--- src/rtl/multicycle_seq.sv ---
// multicycle_seq: control sequencer for a multi-cycle processor.
// Walks FETCH -> DECODE -> EXEC -> (MEM) -> (WB) for each instruction.
// Every control output is decoded combinationally from the current state
// and the latched opcode/function fields.
// A memory handshake (FETCH or MEM) that waits too long sends the FSM to
// HALT and sets a sticky fault flag.
//
// Ports:
//   clk, rst_n                    clock, asynchronous active-low reset
//   op, func                      instruction fields, latched when ir_en=1
//   imem_ready, dmem_ready        memory acknowledges
//   branch_taken                  branch comparator result (used in EXEC)
//   imem_req, ir_en               fetch request, instruction register load
//   dmem_req, mem_wr              data memory request, write qualifier
//   reg_wr, pc_en, pc_sel         register write, PC update, PC source
//   wb_sel                        writeback source select
//   alu_op, alu_s1, alu_s2, flag  ALU controls
//   state                         current FSM state encoding
//   fault                         sticky handshake-timeout indicator
module multicycle_seq #(
    parameter int unsigned WAIT_MAX = 15
) (
    input  logic       clk,
    input  logic       rst_n,
    input  logic [2:0] op,
    input  logic [2:0] func,
    input  logic       imem_ready,
    input  logic       dmem_ready,
    input  logic       branch_taken,
    output logic       imem_req,
    output logic       ir_en,
    output logic       dmem_req,
    output logic       mem_wr,
    output logic       reg_wr,
    output logic       pc_en,
    output logic [1:0] pc_sel,
    output logic [1:0] wb_sel,
    output logic [2:0] alu_op,
    output logic       alu_s1,
    output logic       alu_s2,
    output logic       flag,
    output logic [2:0] state,
    output logic       fault
);

    localparam int unsigned CW = (WAIT_MAX < 1) ? 1 : $clog2(WAIT_MAX + 1);

    typedef enum logic [2:0] {
        S_FETCH  = 3'b000,
        S_DECODE = 3'b001,
        S_EXEC   = 3'b010,
        S_MEM    = 3'b011,
        S_WB     = 3'b100,
        S_HALT   = 3'b101
    } state_t;

    state_t        r_state;
    state_t        w_next;
    logic [2:0]    r_op;
    logic [2:0]    r_func;
    logic [CW-1:0] r_wait;
    logic [CW-1:0] w_wait_next;
    logic          r_fault;
    logic          w_timeout;
    logic          w_wait_hit;
    logic          w_jump_ok;

    assign state      = r_state;
    assign fault      = r_fault;
    assign w_wait_hit = (r_wait == CW'(WAIT_MAX));
    assign w_jump_ok  = (r_func == 3'b000) || (r_func == 3'b100);

    always_comb begin
        imem_req    = 1'b0;
        ir_en       = 1'b0;
        dmem_req    = 1'b0;
        mem_wr      = 1'b0;
        reg_wr      = 1'b0;
        pc_en       = 1'b0;
        pc_sel      = 2'b00;
        wb_sel      = 2'b00;
        alu_op      = 3'b000;
        alu_s1      = 1'b0;
        alu_s2      = 1'b0;
        flag        = 1'b0;
        w_next      = r_state;
        w_wait_next = '0;
        w_timeout   = 1'b0;

        case (r_state)
            S_FETCH: begin
                imem_req = 1'b1;
                if (imem_ready) begin
                    ir_en  = 1'b1;
                    w_next = S_DECODE;
                // WAIT_MAX low cycles are tolerated; one more is a fault,
                // and a ready in that cycle still wins
                end else if (w_wait_hit) begin
                    w_timeout = 1'b1;
                    w_next    = S_HALT;
                end else begin
                    w_wait_next = r_wait + 1'b1;
                end
            end

            S_DECODE: begin
                w_next = (r_op == 3'b111) ? S_HALT : S_EXEC;
            end

            S_EXEC: begin
                case (r_op)
                    3'b000, 3'b001: begin
                        alu_s2 = (r_op == 3'b000);
                        case (r_func)
                            3'b000: begin alu_op = 3'b000; flag = 1'b0; end
                            3'b001: begin alu_op = 3'b000; flag = 1'b1; end
                            3'b010: begin alu_op = 3'b001; flag = 1'b0; end
                            3'b011: begin alu_op = 3'b001; flag = 1'b1; end
                            3'b100: begin alu_op = 3'b010; flag = 1'b0; end
                            3'b101: begin alu_op = 3'b011; flag = 1'b0; end
                            3'b110: begin alu_op = 3'b011; flag = 1'b1; end
                            default: begin alu_op = 3'b100; flag = 1'b0; end
                        endcase
                        w_next = S_WB;
                    end
                    3'b010, 3'b011: w_next = S_MEM;
                    3'b100: begin
                        alu_s1 = 1'b1;
                        pc_en  = 1'b1;
                        pc_sel = branch_taken ? 2'b01 : 2'b00;
                        w_next = S_FETCH;
                    end
                    3'b101: begin
                        alu_s1 = 1'b1;
                        w_next = S_WB;
                    end
                    3'b110:  w_next = S_WB;
                    default: w_next = S_FETCH;
                endcase
            end

            S_MEM: begin
                dmem_req = 1'b1;
                mem_wr   = (r_op == 3'b011);
                if (dmem_ready) begin
                    if (r_op == 3'b011) begin
                        pc_en  = 1'b1;
                        w_next = S_FETCH;
                    end else begin
                        w_next = S_WB;
                    end
                end else if (w_wait_hit) begin
                    w_timeout = 1'b1;
                    w_next    = S_HALT;
                end else begin
                    w_wait_next = r_wait + 1'b1;
                end
            end

            S_WB: begin
                reg_wr = 1'b1;
                pc_en  = 1'b1;
                case (r_op)
                    3'b010:  wb_sel = 2'b01;
                    3'b101: begin
                        wb_sel = 2'b10;
                        // unsupported jump variants retire as a NOP
                        if (w_jump_ok) pc_sel = 2'b10;
                        else           reg_wr = 1'b0;
                    end
                    3'b110:  wb_sel = 2'b11;
                    default: wb_sel = 2'b00;
                endcase
                w_next = S_FETCH;
            end

            S_HALT:  w_next = S_HALT;
            default: w_next = S_FETCH;
        endcase
    end

    always_ff @(posedge clk or negedge rst_n) begin
        if (!rst_n) begin
            r_state <= S_FETCH;
            r_op    <= '0;
            r_func  <= '0;
            r_wait  <= '0;
            r_fault <= 1'b0;
        end else begin
            r_state <= w_next;
            r_wait  <= w_wait_next;
            if (w_timeout) r_fault <= 1'b1;
            if (ir_en) begin
                r_op   <= op;
                r_func <= func;
            end
        end
    end

endmodule

--- config.mk ---
export PLATFORM = sky130hd
export DESIGN_NAME = multicycle_seq
export DESIGN_NICKNAME = d
export VERILOG_FILES = /design/src/rtl/multicycle_seq.sv
export SDC_FILE = /design/constraint.sdc
export NUM_CORES = 1
export LEC_CHECK = 0
export ABC_AREA = 1
export BUFFER_PORTS_ARGS = -buffer_cell sky130_fd_sc_hd__buf_4
export CORE_ASPECT_RATIO = 0.75
export CORE_UTILIZATION = 47
export DETAILED_ROUTE_END_ITERATION = 6
export GPL_ROUTABILITY_DRIVEN = 0
export PLACE_DENSITY = 0.75
export SLEW_MARGIN = 20
export SYNTH_ARGS = -nofsm -noshare
export SYNTH_HDL_FRONTEND = slang
export SYNTH_SLANG_ARGS = --single-unit
--- constraint.sdc ---
create_clock -name clk -period 2.5 [get_ports clk]
set_clock_uncertainty 0.2 [all_clocks]
set_input_delay 0.125 -clock clk [delete_from_list [all_inputs] [get_ports clk]]
set_output_delay 0.125 -clock clk [all_outputs]
set_load 0.005 [all_outputs]
==> impl_metrics.yaml, run 1 <==
worst_setup_path:
  end_kind: "flip-flop"
  cpPeakStageDelay_ps: 560
  cp_top_family: "buffers and inverters"
  critical_path_class: "reg2reg"
  worst-path-buf-inv: 3
  ff2ff_setup_slack_ps: 580
  crit_required_ps: 2530
  reg2reg_to: "r_op[0]"
  path_max_fanout: 10
  reg2regPathDepth: 8
  path_cells: "nor2_2, nand2_2, inv_4, nand2_4, inv_6, nand2_1, o21ai_1, dlygate4sd3_1"
  reg2reg_from: "state[1]"
  arrival_ps: 1950
  crit_slowest_cell: "dlygate4sd3_1"
  critPathLaunchType: "flip-flop"
power:
  combPwrFrac: 0.538
  power.internal_uw: 710
  power_density_nw_per_um2: 943
  switchingPower_uw: 554
  leakage_uw: 0.000712
  clkPwrFrac: 0.131
  p_sw_frac: 0.438
  ir_drop_uv: 738
  power_frac_seq: 0.331
yosys:
  syn_nets: 139
  netlist_instances: 127
  synth_area_um2: 911
  ys_seq_area_frac: 0.385
  synth.distinct_cells: 24
  synth_ff_type: "dfrtp_1"
  synth_area_per_cell_um2: 7.17
  ys_seq_elements: 14
  synth_edf_count: 0
  synth_area_leader_cell: "dfrtp_1"
  synth_top_area_share: 0.385
  async_reset_ff_frac: 1.00
  synth_most_common_cell: "nand2_1"
  yosys-top-cells-area: "dfrtp_1 38%, nand2_1 12%, nand3_1 6.6%"
  synthTopCellsByCount: "30 x nand2_1, 16 x inv_1, 14 x dfrtp_1, 14 x nor2_1, 12 x nand3_1"
  ys_warn_count: 0
hold_path:
  worst_hold_path_type: "in2async"
routing:
  finalWirelength_um: 2310
  drc_errors: 0
  drt_iter0_drc: 26
  ant_nets: 0
  routedWlPerCell_um: 11.7
  first_pass_iters: 5
  vias: 1014
  via_per_inst: 5.15
placement:
  dpl.hpwl_um: 1630
  dpl_cell_area_um2: 1160
  dp_slack_ps: 995
  port_buffers: 30
global_route:
  overflow: 0
  grtUsageTotal: 0.248
  grt_pass1_vias: 872
  antenna_found_initial: 0
  grt_pass1_wl_um: 3650
  grt_max_degree: 15
clocking:
  cts_buffers: 3
  cts-hold-fix-buffers: 14
  clock-sinks: 14
  worst_skew_pair.late_latency_ps: 290
  cts_root_buffer: "clkbuf_4"
  cts_max_path_buffers: 2
  clk_pin_slew_worst_paths_ps: 90
  cts_tree: "yes"
  postCtsSetupRepairBufs: 0
  ctsResizeCount: 0
  h-tree-depth: 1
finish:
  nFillCells: 152
  n_antenna_cell: 0
  nets: 188
  syn2layout_area_growth_pct: 47.1
  final_cell_area_um2: 1340
  drive_gt1_frac: 0.326
timing:
  fin_crit_sh: 0.767
  setup_ws_ps: 583
  worst_slew_pin_slew_ps: 271
  fin_crit_ps: 1920
  setup_tns_ps: 0
  finalMaxSlewViolations: 0
  rsz0062_at_grt: "false"
  slew_headroom: 0.819
  finalHoldViolCount: 0
  fmax_mhz: 522
  finalSetupViolCount: 0
  holdWs_ps: 13.6
floorplanning:
  num_rows: 13
  start_util: 0.514
  die_area_um2: 2120
  die_y_um: 40.1
  num_io_pins: 31
  coreArea_um2: 1770
  die_width_um: 52.8
outcome:
  outcome: "completed"
job:
  cap_viol_max_count: 0
## cells by family (layout without fill, tap and decap cells)
group                    Yosys count  count (layout)  share of synthesized area
AO/OA/AOI/OAI                      9               9                     0.0522
buffers and inverters             21              69                     0.0948
XOR/XNOR                           2               2                     0.0192
AND/OR/NAND/NOR                   80              80                      0.435
adder cells (fa/ha/maj)            1               1                     0.0137
flip-flops                        14              14                      0.385
## worst max-delay path by stage
stage,startpoint,to,slack [ps],cells after the start
final,state[1],r_op[0],580,8
after global routing,state[1],r_op[2],500,8
after CTS,state[1],r_op[1],620,8
after detailed placement,state[0],alu_op[1],990,6
after global placement,r_wait[0],r_wait[0],1030,5
after floorplan,r_wait[0],r_wait[0],1080,5
## metal layers
metal | vias up | track usage | part of all wire | wire length [um]
met5 | - | 0 | 0 | 0
met4 | 0 | 0.0592 | 0.013 | 29
met3 | 8 | 0.0758 | 0.090 | 208
met2 | 56 | 0.453 | 0.48 | 1100
met1 | 453 | 0.289 | 0.42 | 975
li1 | 497 | - | - | -
## flip-flops by register name (all words and copies together) (netlist names)
signal  cells
state       3
r_func      3
r_op        3
fault       1
r_wait      4
## cells in the final DEF, fill, tap and decap left out, types with 2 or more instances in the layout
cell            n
or2_2           2
nand3_1        12
nand2_2         4
clkbuf_4        3
inv_1          16
inv_2           3
nor3_1          4
a21oi_1         3
dfrtp_1        14
o21ai_1         3
o21ai_0         2
nor2_1         14
nand4_1         2
nor2_2          7
nand3_2         2
buf_4          30
dlygate4sd3_1  14
nand2_1        30
## cell type report
class	instances	area [um^2]	area share
timing repair buffer	44	365	0.273
inverter	21	86.3	0.0644
clock buffer	4	36.3	0.0271
multi-input combinational	92	474	0.354
tap	22	27.5	0.0205
sequential	14	350	0.261
## power by group through the flow
stage                     sequential, uW  clock [uW]  combinational (uW)
after global routing                 434         178                 764
after global placement               412           0                 567
after detailed placement             417           0                 582
final                                418         165                 681
after CTS                            412         168                 674
after floorplan                      397           0                 397
## worst reg2reg max path: cells and delay by family, from the launching register on
family	cells	cell delay, ps
AOI/OAI and AO/OA	1	70
buffers and inverters	3	740
DFF	1	480
and+or+nand+nor	4	370
## through the flow
step | utilization | cells | total power, uW
6_report | 0.756 | 197 | 1260
5_1_grt | 0.756 | 197 | 1380
3_3_place_gp | 0.656 | 179 | 979
2_1_floorplan | - | 127 | 794
3_5_place_dp | 0.656 | 179 | 999
4_1_cts | 0.756 | 197 | 1250
No activity file was read; power rests on OpenSTA's default activity.
==> run 2, diff against run 1 <==
CORE_UTILIZATION = 44   (was 47)
PLACE_DENSITY = 0.74   (was 0.75)
clock period = 1.7 ns   (was 2.5 ns; I/O delays follow)
==> impl_metrics.yaml, run 2 (synthesized netlist as in run 1, its figures left out) <==
outcome:
  outcome: "completed"
clocking:
  h-tree-depth: 1
  clock-sinks: 14
  cts_buffers: 3
  cts_max_path_buffers: 2
  clk_pin_slew_worst_paths_ps: 90
  cts_tree: "yes"
  worst_skew_pair.late_latency_ps: 280
  cts_root_buffer: "clkbuf_4"
timing:
  slew_headroom: 0.813
  finalSetupViolCount: 0
  holdWs_ps: 66.4
  fmax_mhz: 599
  finalMaxSlewViolations: 0
  finalHoldViolCount: 0
  fin_crit_sh: 0.982
  worst_slew_pin_slew_ps: 280
  fin_crit_ps: 1670
  rsz0062_at_grt: "true"
  setup_ws_ps: 31.4
finish:
  n_antenna_cell: 0
  syn2layout_area_growth_pct: 52.7
  drive_gt1_frac: 0.413
  final_cell_mix: "38 x buf_4, 30 x nand2_1, 14 x inv_1"
  regMostFlops: "r_wait"
  nets: 192
  fin_cells: 201
  layout_commonest_cell: "buf_4"
  largest_reg_flops: 4
  final_cell_area_um2: 1390
power:
  power_uw: 1880
  power_density_nw_per_um2: 1350
  leakage_uw: 0.000730
  ir_drop_uv: 819
placement:
  dp_slack_ps: 212
  port_buffers: 30
  dp.cells: 179
  dpl.hpwl_um: 1510
  dpl_cell_area_um2: 1160
global_route:
  grt_pass1_wl_um: 3190
  overflow: 0
  grt_max_degree: 15
  grt_pass1_vias: 758
  busiest_layer: "met2"
  grtUsageTotal: 0.194
  gr-usage-met3: 0.0440
  met1_usage: 0.280
  grtUsageMet2: 0.298
  antenna_found_initial: 0
floorplanning:
  start_util: 0.496
  die_width_um: 54.5
  die_area_um2: 2260
  num_rows: 13
  num_io_pins: 31
  coreArea_um2: 1840
  die_y_um: 41.4
worst_setup_path:
  arrival_ps: 1380
  crit_required_ps: 1410
  critical_path_class: "reg2out"
  end_kind: "output pin"
  critPathLaunchType: "flip-flop"
  path_max_fanout: 10
routing:
  via_per_inst: 4.71
  first_pass_iters: 4
  ant_nets: 0
  drc_errors: 0
  vias: 946
  routedWlPerCell_um: 10.3
  finalWirelength_um: 2070
  drt_iter0_drc: 8
hold_path:
  worst_hold_path_type: "in2async"
job:
  cap_viol_max_count: 0
run 2: changes by cell type in the layout (fill, tap and decap cells not counted), moves of 2 or more:
cell,change
nor2_2,+2
dlygate4sd3_1,-5
buf_4,+8
dfrtp_1,-2
dfrtp_2,+2
inv_1,-2
nor2_1,-3
run 2: final cells by class:
class,instances,area [um^2]
multi-input cells,92,499
clock buffers,4,36.3
repair buffers,48,387
fillers,134,447
inverters,21,88.8
flip-flops and latches,14,353
well taps,22,27.5
run 2: power breakdown:
group          total, uW  switching [uW]  leakage, uW  internal (uW)
combinational       1060             590     0.000535            471
clock                241             111    0.0000210            130
sequential           581             128     0.000174            453
total               1880             828     0.000730           1050
run 2: stage by stage:
| step | utilization | setup TNS [ps] |
|---|---|---|
| finish | 0.757 | 0 |
| global route | 0.757 | -220 |
| CTS | 0.720 | 0 |
| detailed placement | 0.633 | 0 |
| global placement | 0.633 | 0 |
| floorplan | - | 0 |
run 2: worst max-delay path: stages, from the launching register on:
cell	delay, ps
dfrtp_1	380
buf_4	140
nor2_2	130
nand2_2	100
inv_4	90
nand2_4	70
inv_6	80
buf_4	110
run 2: repair_timing:
item	CTS	global route
buffers inserted	2	6
endpoints found under the setup margin	6	11
resized for setup	2	11
hold buffers	10	0
pin swaps	0	1
endpoints found under the hold margin	24	0
run 2: final timing paths:
kind / startpoint / endpoint / slack [ps] / cells after the start
max: state[0] / ir_en / 30 / 7
max reg2reg: r_wait[0] / r_wait[0] / 180 / 5
min reg2reg: fault / fault / 280 / 2
max in group asynchronous: rst_n / r_op[2] / 1050 / 3
min in group clk: branch_taken / pc_sel[0] / 270 / 4
min: rst_n / r_wait[2] / 70 / 3
run 2: metal layers:
layer	part of all wire	up-vias
li1	-	505
met3	0.041	2
met1	0.49	416
met4	0.0048	0
met2	0.47	23
met5	0	-
==> run 3, diff against run 2 <==
CORE_ASPECT_RATIO = default   (was 0.75)
==> impl_metrics.yaml, run 3 (synthesized netlist as in run 1, its figures left out) <==
routing:
  drt_iter0_drc: 34
  ant_nets: 0
  vias: 1049
  first_pass_iters: 5
  via_per_inst: 4.92
  routedWlPerCell_um: 11.6
  drc_errors: 0
  finalWirelength_um: 2470
hold_path:
  worst_hold_path_type: "in2out"
  hold_depth: 4
timing:
  finalMaxSlewViolations: 0
  fin_crit_sh: 0.973
  fin_crit_ps: 1650
  holdWs_ps: 269
  finalSetupViolCount: 0
  rsz0062_at_grt: "true"
  worst_slew_pin_slew_ps: 189
  setup_tns_ps: 0
  slew_headroom: 0.873
  fmax_mhz: 604
  finalHoldViolCount: 0
worst_setup_path:
  critPathLaunchType: "flip-flop"
  crit_required_ps: 1410
  ff2ff_setup_slack_ps: 180
  reg2regPathDepth: 5
  cpPeakStageDelay_ps: 410
  reg2reg_to: "r_wait[0]"
  critical_path_class: "reg2out"
  end_kind: "output pin"
  crit_end: "flag"
  path_cells: "inv_2, nand3_4, nor2_4, inv_2, nor3_2, buf_4"
  arrival_ps: 1370
  reg2reg_from: "r_wait[0]"
  crit_start: "state[2]"
  crit_slowest_cell: "dfrtp_1"
  path_max_fanout: 5
  path_common_cell: "inv_2"
global_route:
  antenna_found_initial: 0
  met1_usage: 0.268
  grtUsageMet2: 0.315
  grt_pass1_vias: 783
  grt_pass1_wl_um: 3160
  grtUsageTotal: 0.211
  gr-usage-met3: 0.0528
  busiest_layer: "met2"
  overflow: 0
  grt_max_degree: 15
floorplanning:
  die_y_um: 47.5
  num_rows: 16
  num_io_pins: 31
  start_util: 0.464
  die_width_um: 47.5
  die_area_um2: 2260
  coreArea_um2: 1960
finish:
  largest_reg_flops: 4
  syn2layout_area_growth_pct: 59.2
  seqCellArea_um2: 354
  nFillCells: 161
  drive_gt1_frac: 0.441
  final_cell_mix: "45 x buf_4, 30 x nand2_1, 13 x inv_1"
  layout_commonest_cell: "buf_4"
  n_antenna_cell: 0
  multiInputGateArea_um2: 502
  nets: 199
  regMostFlops: "r_wait"
clocking:
  clk_pin_slew_worst_paths_ps: 90
  cts_max_path_buffers: 2
  h-tree-depth: 1
  clock-sinks: 14
  worst_skew_pair.late_latency_ps: 290
  cts_buffers: 3
  cts_root_buffer: "clkbuf_4"
  cts_tree: "yes"
power:
  leakage_uw: 0.000760
  power_density_nw_per_um2: 1390
  power_uw: 2010
  ir_drop_uv: 822
outcome:
  outcome: "completed"
placement:
  dpl.hpwl_um: 1480
  port_buffers: 30
job:
  cap_viol_max_count: 0
[run 3: changes by cell type in the layout (fill, tap and decap cells not counted)]
cell / change
dfrtp_2: +1
inv_2: +2
dfrtp_1: -1
nor2_2: -1
nor3_1: -1
buf_4: +7
buf_6: -1
nor2_1: +1
nor3_2: +1
inv_4: -1
dlygate4sd3_1: +1
inv_1: -1
[run 3: timing repair]
action	4_1_cts	5_1_grt
endpoints found under the hold margin	28	14
endpoints found under the setup margin	6	11
hold buffers	10	1
pin swaps	0	2
setup buffers	4	11
resized for setup	6	6
[run 3: stage by stage]
stage | instance area (um^2) | instances | utilization | setup slack, ps
finish | 1450 | 213 | 0.739 | 45.1
global route | 1450 | 213 | 0.739 | -58.2
CTS | 1350 | 202 | 0.687 | 5.65
detailed placement | 1170 | 184 | 0.596 | 200
global placement | 1170 | 184 | 0.596 | 239
floorplan | 911 | 127 | - | 276
[run 3: cell type report]
cell class	instances	share of cell area
clock buffers	4	0.0250
inverters	21	0.0595
multi-input cells	92	0.346
flip-flops and latches	14	0.244
well taps	27	0.0233
repair buffers	55	0.302
[run 3: worst min-delay path by stage]
stage	slack (ps)	start	to
6_report	270	branch_taken	pc_sel[0]
5_1_grt	310	branch_taken	pc_sel[0]
4_1_cts	280	branch_taken	pc_sel[0]
3_5_place_dp	-260	rst_n	r_wait[3]
3_3_place_gp	-260	rst_n	r_wait[2]
2_1_floorplan	-410	rst_n	fault
[run 3: worst max-delay path, delay by kind of cell, from the launching register on]
kind                   cells  cell delay, ps
buffers and inverters      3             320
DFF                        1             410
and+or+nand+nor            3             350
[run 3: layer usage]
| metal | share of wire | vias to the layer above |
|---|---|---|
| met5 | 0 | - |
| li1 | - | 517 |
| met3 | 0.054 | 8 |
| met2 | 0.53 | 39 |
| met1 | 0.39 | 485 |
| met4 | 0.026 | 0 |
[run 3: report_power, final]
group | leakage, uW | total (uW) | internal, uW | switching, uW
registers | 0.000173 | 595 | 455 | 140
clock network | 0.0000210 | 249 | 131 | 118
logic | 0.000566 | 1160 | 541 | 624
total | 0.000760 | 2010 | 1130 | 882
